`src/rtl/keyword_led_sequencer.sv`:
```
// Keyword-to-LED indicator: solid hold, then an off/on blink train, then dark.
// Optional hit counter enabled by defining KWLED_HIT_COUNT_EN.
module keyword_led_sequencer #(
    parameter int KW_W         = 4,
    parameter int NUM_KW       = 15,
    parameter int NUM_LEDS     = 4,
    parameter int HOLD_CYCLES  = 50000000,
    parameter int BLINK_HALF   = 12500000,
    parameter int BLINK_PULSES = 3
) (
    input  logic                clk,
    input  logic                rst,
    input  logic                kw_valid,
    input  logic [KW_W-1:0]     kw_index,
    output logic                kw_ready,
    output logic [NUM_LEDS-1:0] led,
    output logic                busy,
    output logic [KW_W-1:0]     active_kw,
    output logic                err_pulse
`ifdef KWLED_HIT_COUNT_EN
    ,
    input  logic                hit_clr,
    output logic [7:0]          hit_count
`endif
);

    localparam int CNT_MAX = (HOLD_CYCLES > BLINK_HALF) ? HOLD_CYCLES : BLINK_HALF;
    localparam int CNT_W   = $clog2(CNT_MAX + 1);
    localparam int PULSE_W = (BLINK_PULSES == 0) ? 1 : $clog2(2 * BLINK_PULSES + 1);

    localparam logic [CNT_W-1:0]   HOLD_LOAD  = CNT_W'(HOLD_CYCLES - 1);
    localparam logic [CNT_W-1:0]   HALF_LOAD  = CNT_W'(BLINK_HALF - 1);
    localparam logic [PULSE_W-1:0] LAST_HALF  = PULSE_W'((BLINK_PULSES == 0) ? 0 : 2 * BLINK_PULSES - 1);
    localparam logic [KW_W:0]      LEDS_K     = (KW_W + 1)'(NUM_LEDS);
    localparam logic [KW_W:0]      NUM_KW_K   = (KW_W + 1)'(NUM_KW);

    typedef enum logic [1:0] {
        IDLE  = 2'd0,
        SHOW  = 2'd1,
        BLINK = 2'd2
    } state_t;

    state_t                state_r, state_nxt_s;
    logic [CNT_W-1:0]      hold_cnt_r, hold_cnt_nxt_s;
    logic [CNT_W-1:0]      half_cnt_r, half_cnt_nxt_s;
    logic [PULSE_W-1:0]    pulse_cnt_r, pulse_cnt_nxt_s;
    logic [NUM_LEDS-1:0]   sel_r, sel_nxt_s;
    logic [NUM_LEDS-1:0]   led_nxt_s;
    logic [KW_W-1:0]       active_nxt_s;
    logic                  err_nxt_s;

    logic [KW_W:0]         kw_ext_s;
    logic [KW_W:0]         kw_m1_s;
    logic [KW_W:0]         ch_full_s;
    logic [NUM_LEDS-1:0]   sel_s;
    logic                  offer_s;
    logic                  kw_zero_s;
    logic                  kw_over_s;
    logic                  accept_s;

    // Offer classification and keyword-to-channel one-hot decode (extra bit keeps index-1 from wrapping)
    always_comb begin
        kw_ext_s  = {1'b0, kw_index};
        kw_m1_s   = kw_ext_s - (KW_W + 1)'(1);
        ch_full_s = kw_m1_s % LEDS_K;
        sel_s     = {NUM_LEDS{1'b0}};
        for (int i = 0; i < NUM_LEDS; i++) begin
            sel_s[i] = (ch_full_s == (KW_W + 1)'(i));
        end
        offer_s   = kw_valid && kw_ready;
        kw_zero_s = (kw_index == {KW_W{1'b0}});
        kw_over_s = (kw_ext_s > NUM_KW_K);
        accept_s  = offer_s && !kw_zero_s && !kw_over_s;
    end

    // Next-state and next-output logic; an accept always wins over SHOW expiry
    always_comb begin
        state_nxt_s     = state_r;
        hold_cnt_nxt_s  = hold_cnt_r;
        half_cnt_nxt_s  = half_cnt_r;
        pulse_cnt_nxt_s = pulse_cnt_r;
        sel_nxt_s       = sel_r;
        led_nxt_s       = led;
        active_nxt_s    = active_kw;
        err_nxt_s       = offer_s && kw_over_s;

        case (state_r)
            IDLE: begin
                led_nxt_s = {NUM_LEDS{1'b0}};
                if (accept_s) begin
                    state_nxt_s    = SHOW;
                    led_nxt_s      = sel_s;
                    sel_nxt_s      = sel_s;
                    active_nxt_s   = kw_index;
                    hold_cnt_nxt_s = HOLD_LOAD;
                end else begin
                    state_nxt_s    = IDLE;
                end
            end
            SHOW: begin
                if (accept_s) begin
                    led_nxt_s      = sel_s;
                    sel_nxt_s      = sel_s;
                    active_nxt_s   = kw_index;
                    hold_cnt_nxt_s = HOLD_LOAD;
                end else if (hold_cnt_r == {CNT_W{1'b0}}) begin
                    led_nxt_s = {NUM_LEDS{1'b0}};
                    if (BLINK_PULSES == 0) begin
                        state_nxt_s  = IDLE;
                        active_nxt_s = {KW_W{1'b0}};
                    end else begin
                        state_nxt_s     = BLINK;
                        half_cnt_nxt_s  = HALF_LOAD;
                        pulse_cnt_nxt_s = {PULSE_W{1'b0}};
                    end
                end else begin
                    hold_cnt_nxt_s = hold_cnt_r - CNT_W'(1);
                end
            end
            BLINK: begin
                // pulse_cnt_r is the half-period index: even halves dark, odd halves lit
                if (half_cnt_r == {CNT_W{1'b0}}) begin
                    if (pulse_cnt_r == LAST_HALF) begin
                        state_nxt_s     = IDLE;
                        led_nxt_s       = {NUM_LEDS{1'b0}};
                        active_nxt_s    = {KW_W{1'b0}};
                        pulse_cnt_nxt_s = {PULSE_W{1'b0}};
                    end else begin
                        pulse_cnt_nxt_s = pulse_cnt_r + PULSE_W'(1);
                        half_cnt_nxt_s  = HALF_LOAD;
                        if (pulse_cnt_r[0] == 1'b0) begin
                            led_nxt_s = sel_r;
                        end else begin
                            led_nxt_s = {NUM_LEDS{1'b0}};
                        end
                    end
                end else begin
                    half_cnt_nxt_s = half_cnt_r - CNT_W'(1);
                end
            end
            default: begin
                state_nxt_s     = IDLE;
                led_nxt_s       = {NUM_LEDS{1'b0}};
                active_nxt_s    = {KW_W{1'b0}};
                hold_cnt_nxt_s  = {CNT_W{1'b0}};
                half_cnt_nxt_s  = {CNT_W{1'b0}};
                pulse_cnt_nxt_s = {PULSE_W{1'b0}};
                sel_nxt_s       = {NUM_LEDS{1'b0}};
            end
        endcase
    end

    // State, counters and registered outputs; ready/busy are decoded from the next state
    always_ff @(posedge clk or posedge rst) begin
        if (rst) begin
            state_r     <= IDLE;
            hold_cnt_r  <= {CNT_W{1'b0}};
            half_cnt_r  <= {CNT_W{1'b0}};
            pulse_cnt_r <= {PULSE_W{1'b0}};
            sel_r       <= {NUM_LEDS{1'b0}};
            led         <= {NUM_LEDS{1'b0}};
            active_kw   <= {KW_W{1'b0}};
            err_pulse   <= 1'b0;
            busy        <= 1'b0;
            kw_ready    <= 1'b1;
        end else begin
            state_r     <= state_nxt_s;
            hold_cnt_r  <= hold_cnt_nxt_s;
            half_cnt_r  <= half_cnt_nxt_s;
            pulse_cnt_r <= pulse_cnt_nxt_s;
            sel_r       <= sel_nxt_s;
            led         <= led_nxt_s;
            active_kw   <= active_nxt_s;
            err_pulse   <= err_nxt_s;
            busy        <= (state_nxt_s != IDLE);
            kw_ready    <= (state_nxt_s != BLINK);
        end
    end

`ifdef KWLED_HIT_COUNT_EN
    // Saturating accept counter; clear beats increment
    always_ff @(posedge clk or posedge rst) begin
        if (rst) begin
            hit_count <= 8'd0;
        end else if (hit_clr) begin
            hit_count <= 8'd0;
        end else if (accept_s && (hit_count != 8'hFF)) begin
            hit_count <= hit_count + 8'd1;
        end else begin
            hit_count <= hit_count;
        end
    end
`endif

endmodule

```
`config.mk`:
```
export PLATFORM = sky130hd
export DESIGN_NAME = keyword_led_sequencer
export DESIGN_NICKNAME = d
export VERILOG_FILES = /design/src/rtl/keyword_led_sequencer.sv
export SDC_FILE = /design/constraint.sdc
export NUM_CORES = 1
export LEC_CHECK = 0
export CAP_MARGIN = 30
export CORE_UTILIZATION = 55
export DETAILED_ROUTE_END_ITERATION = 8
export HOLD_SLACK_MARGIN = 0.1
export PLACE_DENSITY = 0.82
export SLEW_MARGIN = 25
export SYNTH_ARGS = -nofsm -noshare
export SYNTH_HDL_FRONTEND = slang
export SYNTH_SLANG_ARGS = --single-unit
```
`constraint.sdc`:
```
create_clock -name clk -period 2.1 [get_ports clk]
set_input_delay 0.42 -clock clk [delete_from_list [all_inputs] [get_ports clk]]
set_output_delay 0.42 -clock clk [all_outputs]
set_load 0.01 [all_outputs]
```
==> results of run 1 <==
[sequential cells by signal, indices dropped and copies added (netlist names)]
| register | cells |
|---|---|
| sel_r | 4 |
| kw_ready | 1 |
| state_r | 2 |
| active_kw | 4 |
| pulse_cnt_r | 3 |
| led | 4 |
| busy | 1 |
| half_cnt_r | 26 |
| hold_cnt_r | 26 |
[final cells by class]
cell class	instances	area (µm²)
multi-input cells	377	2760
flip-flops and latches	71	1780
fillers	395	1640
repair buffers	135	1130
clock buffers	10	128
well taps	102	128
clock inverters	6	67.6
inverters	16	63.8
[stage by stage]
stage,total power (W),instance area (µm²),setup WS (ns)
after floorplan,0.00143,4390,-0.0162
after global placement,0.00146,5270,-0.393
after detailed placement,0.00146,5270,-0.522
after CTS,0.00256,5640,-0.0285
after global routing,0.00268,6050,-0.440
final,0.00263,6050,-0.259
[metal layers]
metal | part of all wire, % | routed length, µm
met1 | 34 | 5970
met2 | 46 | 8080
met3 | 11 | 1990
met4 | 9.1 | 1610
met5 | 0 | 0
[timing repair]
item,in CTS,in global routing
setup buffers,11,9
cloned,1,1
hold endpoints to repair,0,0
gates resized for setup,25,93
endpoints found under the setup margin,58,71
pin swaps,8,40
[worst max-delay path: stages (launching register included)]
cell     delay [ns]
dfrtp_1        0.42
buf_4          0.14
buf_4          0.12
buf_4          0.14
nor4_4         0.31
nand4_1        0.21
nor4_1         0.32
buf_4          0.19
a21oi_2        0.06
nor2_1         0.18
o22a_1         0.20
[synth_stat cells (all sizes together) (2+ instances only)]
| cell | n | area, µm² |
|---|---|---|
| a211oi | 2 | 15.0 |
| mux2 | 2 | 22.5 |
| o41ai | 2 | 17.5 |
| nand2b | 3 | 18.8 |
| nand4 | 6 | 52.6 |
| nor3b | 3 | 38.8 |
| a41oi | 3 | 26.3 |
| clkbuf | 10 | 37.5 |
| a31o | 2 | 17.5 |
| xor2 | 4 | 35.0 |
| xnor2 | 3 | 26.3 |
| a21o | 4 | 30.0 |
| a31oi | 20 | 125 |
| or2 | 5 | 33.8 |
| o21a | 2 | 15.0 |
| o211ai | 3 | 22.5 |
| nor3 | 16 | 90.1 |
| nand2 | 39 | 149 |
| o21ai | 34 | 174 |
| or4 | 4 | 33.8 |
| and3 | 2 | 12.5 |
| nor4 | 13 | 133 |
| mux2i | 2 | 20.0 |
| o31ai | 16 | 125 |
| buf | 14 | 113 |
| o22a | 20 | 178 |
| inv | 16 | 60.1 |
| ha | 7 | 87.6 |
| a21oi | 43 | 230 |
| nand3b | 3 | 22.5 |
| or3 | 6 | 42.5 |
| a22o | 2 | 17.5 |
| and2 | 2 | 13.8 |
| a221oi | 2 | 17.5 |
| dfrtp | 70 | 1750 |
| nand3 | 13 | 77.6 |
| nor2 | 72 | 270 |
[power groups by stage]
| stage | Clock, W | Combinational [W] | Sequential [W] |
|---|---|---|---|
| 2_1_floorplan | 0 | 0.0000289 | 0.00140 |
| 3_3_place_gp | 0 | 0.0000601 | 0.00140 |
| 3_5_place_dp | 0 | 0.0000619 | 0.00140 |
| 4_1_cts | 0.00113 | 0.0000603 | 0.00137 |
| 5_1_grt | 0.00124 | 0.0000680 | 0.00137 |
| 6_report | 0.00120 | 0.0000628 | 0.00137 |
[worst max-delay path by stage]
stage	to	slack, ns	depth (start not counted)
after floorplan	active_kw[0]	-0.02	6
after global routing	hold_cnt_r[23]	-0.44	11
after detailed placement	half_cnt_r[9]	-0.52	7
final	hold_cnt_r[25]	-0.26	10
after global placement	half_cnt_r[9]	-0.39	7
after CTS	pulse_cnt_r[2]	-0.03	10
[logic make-up (layout without fill, tap and decap cells)]
group                      after synthesis  in the layout  synth area share, %
DFF                                     71             71                 41.0
xor gates and xnor gates                 7              7                 1.41
muxes                                    4              4                0.982
other                                    1              1               0.0865
and+or+nand+nor                        193            193                 24.2
adders and majority gates                7              7                 2.02
AOI/OAI and AO/OA                      165            165                 25.5
buffers and inverters                   40            167                 4.85
==> tab_implementation.tex, run 1 <==
\begin{tabular}{lr}
\hline
Metric & Value \\
\hline
\multicolumn{2}{l}{\textbf{Critical path}} \\
Launch point of the worst path & hold\_cnt\_r[1] \\
Worst path arrival time & 2.66 ns \\
Critical path required time & around 2.4 ns \\
Depth of the worst register-to-register path & 10 \\
CP startpoint kind & flip-flop \\
Worst Path Max Fanout & 4 \\
Start-to-end type of the worst setup path & reg -> reg \\
Minimum setup slack among reg-to-reg paths & -0.26 ns \\
Worst R2R Start & hold\_cnt\_r[1] \\
Kind of end point of the critical path & flip-flop \\
Reg2reg end & hold\_cnt\_r[25] \\
\multicolumn{2}{l}{\textbf{Status}} \\
Result of the run & finished, violations left \\
Violated checks & setup timing \\
\multicolumn{2}{l}{\textbf{Hold path}} \\
Hold endpoint & active\_kw[2] \\
Cells on Worst Hold Path & 3 \\
Hold\_sp & kw\_index[2] \\
Hold WC Path Type & in -> reg \\
\multicolumn{2}{l}{\textbf{Synthesis}} \\
Combined area of all synthesized cells & 0.00433 mm² \\
Most common flop cell mapped by yosys & dfrtp\_1 \\
Warnings, synthesis & 0 \\
Synthesized instance count & 488 \\
Number of nets in the synthesized netlist & 502 \\
Async SR Flop Fraction & between 90\% and 100\% \\
Mean Syn Cell Area & 8.88 µm² \\
EDFF count, synth & 0 \\
Number of library cell types mapped by synthesis & 77 \\
Share of the yosys chip area belonging to registers & about 41\% \\
Yosys reg bits & 71 \\
\multicolumn{2}{l}{\textbf{Timing}} \\
Slew at the pin with the worst max-slew slack & 0.541 ns \\
Hold Slack & 0.501 ns \\
Min setup slack post-route & -0.259 ns \\
Part of the cycle the worst path needs & 112\% \\
Pins over their slew limit & 0 \\
Max Clk Rate & 0.424 GHz \\
Worst clock skew & 0.0351 ns \\
Aggregate negative setup slack & -9.66 ns \\
Minimum clock period & 2.36 ns \\
Remaining max-slew budget at the tightest pin & 63.7\% \\
Number of setup violations in the final report & 69 \\
RSZ-0062 raised after global routing & yes \\
Final hold violation count & 0 \\
\multicolumn{2}{l}{\textbf{Final layout}} \\
Count of non-filler cells in the finished layout & a little over 700 \\
Post-layout net count & $\sim$620 \\
Utilization of the core after routing & 78.7\% \\
Antenna Cells & 0 \\
Post-synthesis to final-layout area growth & 39.6\% \\
Most common cell after layout, fill and taps aside & buf\_4 \\
Commonest cells after routing, fill and taps aside & buf\_4, dfrtp\_1, nor2\_1 \\
Proportion of layout cells with a drive suffix above 1 & 38.0\% \\
\multicolumn{2}{l}{\textbf{Die}} \\
Vert. Die Dim & 90.8 µm \\
I/O pin count & 18 \\
Count of standard-cell rows & 32 \\
Initial cell density of the core & a little under three fifths \\
Core box area & between 0.007 and 0.008 mm² \\
Die Outline Area & 0.00824 mm² \\
Die Wd & between 90 and 100 µm \\
\multicolumn{2}{l}{\textbf{Global route}} \\
Met3 Resource Use GR & 5.56\% \\
GR Util met1 & 37.7\% \\
Global-route wire length before repair & 20.8 mm \\
Number of antenna violations at the first check in global routing & 0 \\
Most heavily used metal layer in global routing & met2 \\
Leftover overflow at the end of global routing & 0 \\
All-layer global routing usage & a little under a third \\
Maximum number of pins on one net before global-route repair & a little over 70 \\
GR met2 Demand/Resource & around 55\% \\
Number of global-route vias before repair & 4,465 \\
\multicolumn{2}{l}{\textbf{Power and ir drop}} \\
Pwr/cell area & about 430 mW/mm² \\
Switching share of total power & roughly a quarter \\
P\_sw & a little under 0.0007 W \\
Cell-internal power & a little under 0.002 W \\
Combinational power share & 2.4\% \\
Clk pwr share & about 46\% \\
Relative contribution of sequential cells to total power & 52.0\% \\
Static leakage & 2.47 nW \\
Largest voltage drop on the vdd net & $\sim$0.32 mV \\
\multicolumn{2}{l}{\textbf{Drt}} \\
Residual DRC count & 0 \\
First drt pass iteration count & 8 \\
Antenna Nets Post-Route & 0 \\
Routed Wire Length & about 18 mm \\
Total number of vias & 5,205 \\
Via density per instance & 7.26 \\
1st-iter DRT viols & between 800 and 900 \\
Avg WL per Cell & 24.6 µm \\
\multicolumn{2}{l}{\textbf{CTS}} \\
Cts hold-fix bufs & 0 \\
CTS H-tree depth & 3 \\
Clock latency of the later-clocked register in the worst-skew pair & 0.38 ns \\
Total CTS buffers & 9 \\
CTS max path bufs & 2 \\
Sink Count & between 70 and 80 \\
Clock tree from TritonCTS & yes \\
Reg clk slew, reported paths & 0.11 ns \\
Root buffer cell & clkbuf\_8 \\
\multicolumn{2}{l}{\textbf{Placed design}} \\
Placer congestion estimate & 0.927 \\
Total placed cells including tap cells & 680 \\
Port buffer count & 16 \\
Estimated wirelength of the detail-placed design & 8.16 mm \\
\multicolumn{2}{l}{\textbf{Job}} \\
Count of max-cap constraint violations & 0 \\
\hline
\end{tabular}
No activity file was read; power rests on OpenSTA's default activity.
==> run 2, diff against run 1 <==
Settings changed: GPL_TIMING_DRIVEN set to 1.
==> results of run 2 <==
The final DEF is identical to that of run 1; final timing and power are the same.
==> run 3, diff against run 2 <==
Settings changed: CTS_BUF_LIST set to sky130_fd_sc_hd__clkbuf_8 sky130_fd_sc_hd__clkbuf_16.
==> run 3 against run 2 <==
The run still ends with setup timing left. First-iteration DRC count grew 7.9%. Die area unchanged. Clock skew down 0.0091 ns. Sequential power is essentially flat. Count of clock-buffer cells in the layout decreased by 1. Global-route usage shrank 0.11 points.
==> tab_implementation.tex, run 3 (synthesis results as in run 1) <==
\begin{tabular}{lr}
\hline
Metric & Value \\
\hline
\multicolumn{2}{l}{\textbf{Critical path}} \\
CP max stage cell & dfrtp\_1 (unchanged) \\
Kind of end point of the critical path & flip-flop (unchanged) \\
Worst R2R Start & hold\_cnt\_r[1] (unchanged) \\
Reg2reg end & hold\_cnt\_r[17] (was hold\_cnt\_r[25]) \\
Worst Path Max Fanout & 4 (unchanged) \\
CP startpoint kind & flip-flop (unchanged) \\
Critical path required time & 2.37 ns (was 2.40 ns) \\
CP Cell Sequence & buf\_4 > buf\_4 > nor4\_2 > nand4\_1 > buf\_4 > nor3\_1 > nand3\_1 > a21oi\_2 > a21oi\_2 (was buf\_4 > buf\_4 > buf\_4 > nor4\_4 > nand4\_1 > nor4\_1 > buf\_4 > a21oi\_2 > nor2\_1 > o22a\_1) \\
Largest stage delay, worst path & 0.42 ns (about the same) \\
Depth of the worst register-to-register path & 9 (was 10) \\
Worst path arrival time & 2.75 ns (was 2.66 ns) \\
Most numerous cell on the critical path & buf\_4 (unchanged) \\
Top cell family by delay on the critical path & simple AND/OR/NAND/NOR gates (unchanged) \\
Crit path buf inv count & 3 (was 4) \\
Start-to-end type of the worst setup path & reg -> reg (unchanged) \\
Minimum setup slack among reg-to-reg paths & -0.39 ns (was -0.26 ns) \\
\multicolumn{2}{l}{\textbf{CTS}} \\
Sink Count & 71 (unchanged) \\
CTS H-tree depth & 3 (unchanged) \\
Root buffer cell & clkbuf\_8 (unchanged) \\
Reg clk slew, reported paths & 0.10 ns (was 0.11 ns) \\
Clock latency of the later-clocked register in the worst-skew pair & 0.38 ns (about the same) \\
Cts hold-fix bufs & 0 (unchanged) \\
Total CTS buffers & 9 (unchanged) \\
Clock tree from TritonCTS & yes (unchanged) \\
CTS max path bufs & 2 (unchanged) \\
\multicolumn{2}{l}{\textbf{Final layout}} \\
Commonest cells after routing, fill and taps aside & buf\_4, dfrtp\_1, nor2\_1 (unchanged) \\
Number of fill cells & 371 (was 395) \\
FF/Latch Area & 0.00178 mm² (unchanged) \\
Proportion of layout cells with a drive suffix above 1 & 37.8\% (was 38.0\%) \\
Utilization of the core after routing & 79.3\% (was 78.7\%) \\
Count of non-filler cells in the finished layout & 718 (was 717) \\
Area of the multi-input gates & 0.00275 mm² (was 0.00276 mm²) \\
Post-synthesis to final-layout area growth & 40.6\% (was 39.6\%) \\
Post-layout net count & 625 (was 624) \\
Top Registers & half\_cnt\_r (26), hold\_cnt\_r (26) (unchanged) \\
Most common cell after layout, fill and taps aside & buf\_4 (unchanged) \\
Antenna Cells & 0 (unchanged) \\
\multicolumn{2}{l}{\textbf{Drt}} \\
Via density per instance & 7.16 (was 7.26) \\
Routed Wire Length & 17.3 mm (was 17.6 mm) \\
Total number of vias & 5,139 (was 5,205) \\
1st-iter DRT viols & 934 (was 866) \\
Avg WL per Cell & 24.1 µm (was 24.6 µm) \\
First drt pass iteration count & 8 (unchanged) \\
Residual DRC count & 0 (unchanged) \\
Antenna Nets Post-Route & 0 (unchanged) \\
\multicolumn{2}{l}{\textbf{Job}} \\
Count of max-cap constraint violations & 0 (unchanged) \\
\multicolumn{2}{l}{\textbf{Global route}} \\
Leftover overflow at the end of global routing & 0 (unchanged) \\
GR met2 Demand/Resource & 54.5\% (was 54.8\%) \\
GR Util met1 & 38.0\% (was 37.7\%) \\
Most heavily used metal layer in global routing & met2 (unchanged) \\
Number of global-route vias before repair & 4,447 (was 4,465) \\
All-layer global routing usage & 31.8\% (was 31.9\%) \\
Number of antenna violations at the first check in global routing & 0 (unchanged) \\
Maximum number of pins on one net before global-route repair & 72 (unchanged) \\
Global-route wire length before repair & 20.7 mm (was 20.8 mm) \\
Met3 Resource Use GR & 5.56\% (unchanged) \\
\multicolumn{2}{l}{\textbf{Timing}} \\
Remaining max-slew budget at the tightest pin & 56.2\% (was 63.7\%) \\
Pins over their slew limit & 0 (unchanged) \\
Slew at the pin with the worst max-slew slack & 0.652 ns (was 0.541 ns) \\
Max Clk Rate & 0.402 GHz (was 0.424 GHz) \\
Number of setup violations in the final report & 71 (was 69) \\
Part of the cycle the worst path needs & 118\% (was 112\%) \\
Min setup slack post-route & -0.386 ns (was -0.259 ns) \\
Final hold violation count & 0 (unchanged) \\
Minimum clock period & 2.49 ns (was 2.36 ns) \\
Hold Slack & 0.515 ns (was 0.501 ns) \\
RSZ-0062 raised after global routing & yes (unchanged) \\
Worst clock skew & 0.0260 ns (was 0.0351 ns) \\
\multicolumn{2}{l}{\textbf{Power and ir drop}} \\
Cell-internal power & 0.00194 W (about the same) \\
P\_sw & 0.000639 W (was 0.000687 W) \\
Pwr/cell area & 423 mW/mm² (was 435 mW/mm²) \\
Relative contribution of sequential cells to total power & 53.1\% (was 52.0\%) \\
Switching share of total power & 24.8\% (was 26.1\%) \\
Largest voltage drop on the vdd net & 0.324 mV (was 0.321 mV) \\
Combinational power share & 2.5\% (was 2.4\%) \\
Clk pwr share & 44.4\% (was 45.6\%) \\
Static leakage & 2.48 nW (was 2.47 nW) \\
\multicolumn{2}{l}{\textbf{Die}} \\
Vert. Die Dim & 90.8 µm (unchanged) \\
Core box area & 0.00769 mm² (unchanged) \\
Die Wd & 90.8 µm (unchanged) \\
I/O pin count & 18 (unchanged) \\
Count of standard-cell rows & 32 (unchanged) \\
Initial cell density of the core & 56.4\% (unchanged) \\
Die Outline Area & 0.00824 mm² (unchanged) \\
\multicolumn{2}{l}{\textbf{Status}} \\
Violated checks & setup timing (unchanged) \\
Result of the run & finished, violations left (unchanged) \\
\multicolumn{2}{l}{\textbf{Placed design}} \\
Estimated wirelength of the detail-placed design & 8.16 mm (unchanged) \\
Total placed cells including tap cells & 680 (unchanged) \\
Port buffer count & 16 (unchanged) \\
Placer congestion estimate & 0.927 (unchanged) \\
\multicolumn{2}{l}{\textbf{Hold path}} \\
Hold WC Path Type & in -> async (was in -> reg) \\
\hline
\end{tabular}
## run 3: cell count changes in the layout (fill, tap and decap cells not counted), sizes merged
cell	delta
buf	-1
clkdlybuf4s50	+1
dlygate4sd2	-1
inv	+1
clkbuf	+1
## run 3: what timing repair did
item | CTS | global route
setup endpoints to repair | 58 | 68
endpoints found under the hold margin | 0 | 0
pin swaps | 8 | 42
gates resized for setup | 22 | 94
gates cloned | 1 | 3
setup buffers | 12 | 7
## run 3: how the worst max path moves through the flow
stage                   startpoint        endpoint  cells past startpoint
finish               hold_cnt_r[1]  hold_cnt_r[17]                      9
global placement       kw_index[1]   half_cnt_r[9]                      7
CTS                 half_cnt_r[14]  half_cnt_r[13]                      7
detailed placement     kw_index[1]   half_cnt_r[9]                      7
global route         hold_cnt_r[0]  hold_cnt_r[22]                      9
floorplan           half_cnt_r[14]    active_kw[0]                      6
## run 3: per-stage QoR
stage               setup WS, ns  cell area, µm²  total power (W)  TNS [ns]
floorplan                -0.0162            4390          0.00143   -0.0374
CTS                      -0.0360            5630          0.00255    -0.196
global route              -0.396            6100          0.00265    -18.03
global placement          -0.393            5270          0.00146    -15.98
detailed placement        -0.522            5270          0.00146    -19.47
finish                    -0.386            6100          0.00258    -13.07
## run 3: layout make-up
| type | count | area share [%] |
|---|---|---|
| flip-flops and latches | 71 | 29.2 |
| clock inverters | 7 | 1.17 |
| repair buffers | 136 | 19.3 |
| clock buffers | 9 | 2.03 |
| well taps | 102 | 2.09 |
| multi-input cells | 377 | 45.2 |
| inverters | 16 | 1.05 |
## run 3: power by group through the flow
stage / clock network (W) / logic (W) / registers [W]
final: 0.00115 / 0.0000634 / 0.00137
after global placement: 0 / 0.0000601 / 0.00140
after detailed placement: 0 / 0.0000619 / 0.00140
after floorplan: 0 / 0.0000289 / 0.00140
after CTS: 0.00112 / 0.0000610 / 0.00137
after global routing: 0.00121 / 0.0000705 / 0.00137
## run 3: tightest hold or removal path: cells and delay by family
family	cells	cell delay [ns]
buf+inv	3	0.89
## run 3: metal layers
metal,wire length [µm],part of all wire [%],up-vias
met3,1920,11,204
met1,5910,34,2379
met2,7790,45,500
met4,1680,9.7,0
met5,0,0,-
li1,-,-,2056
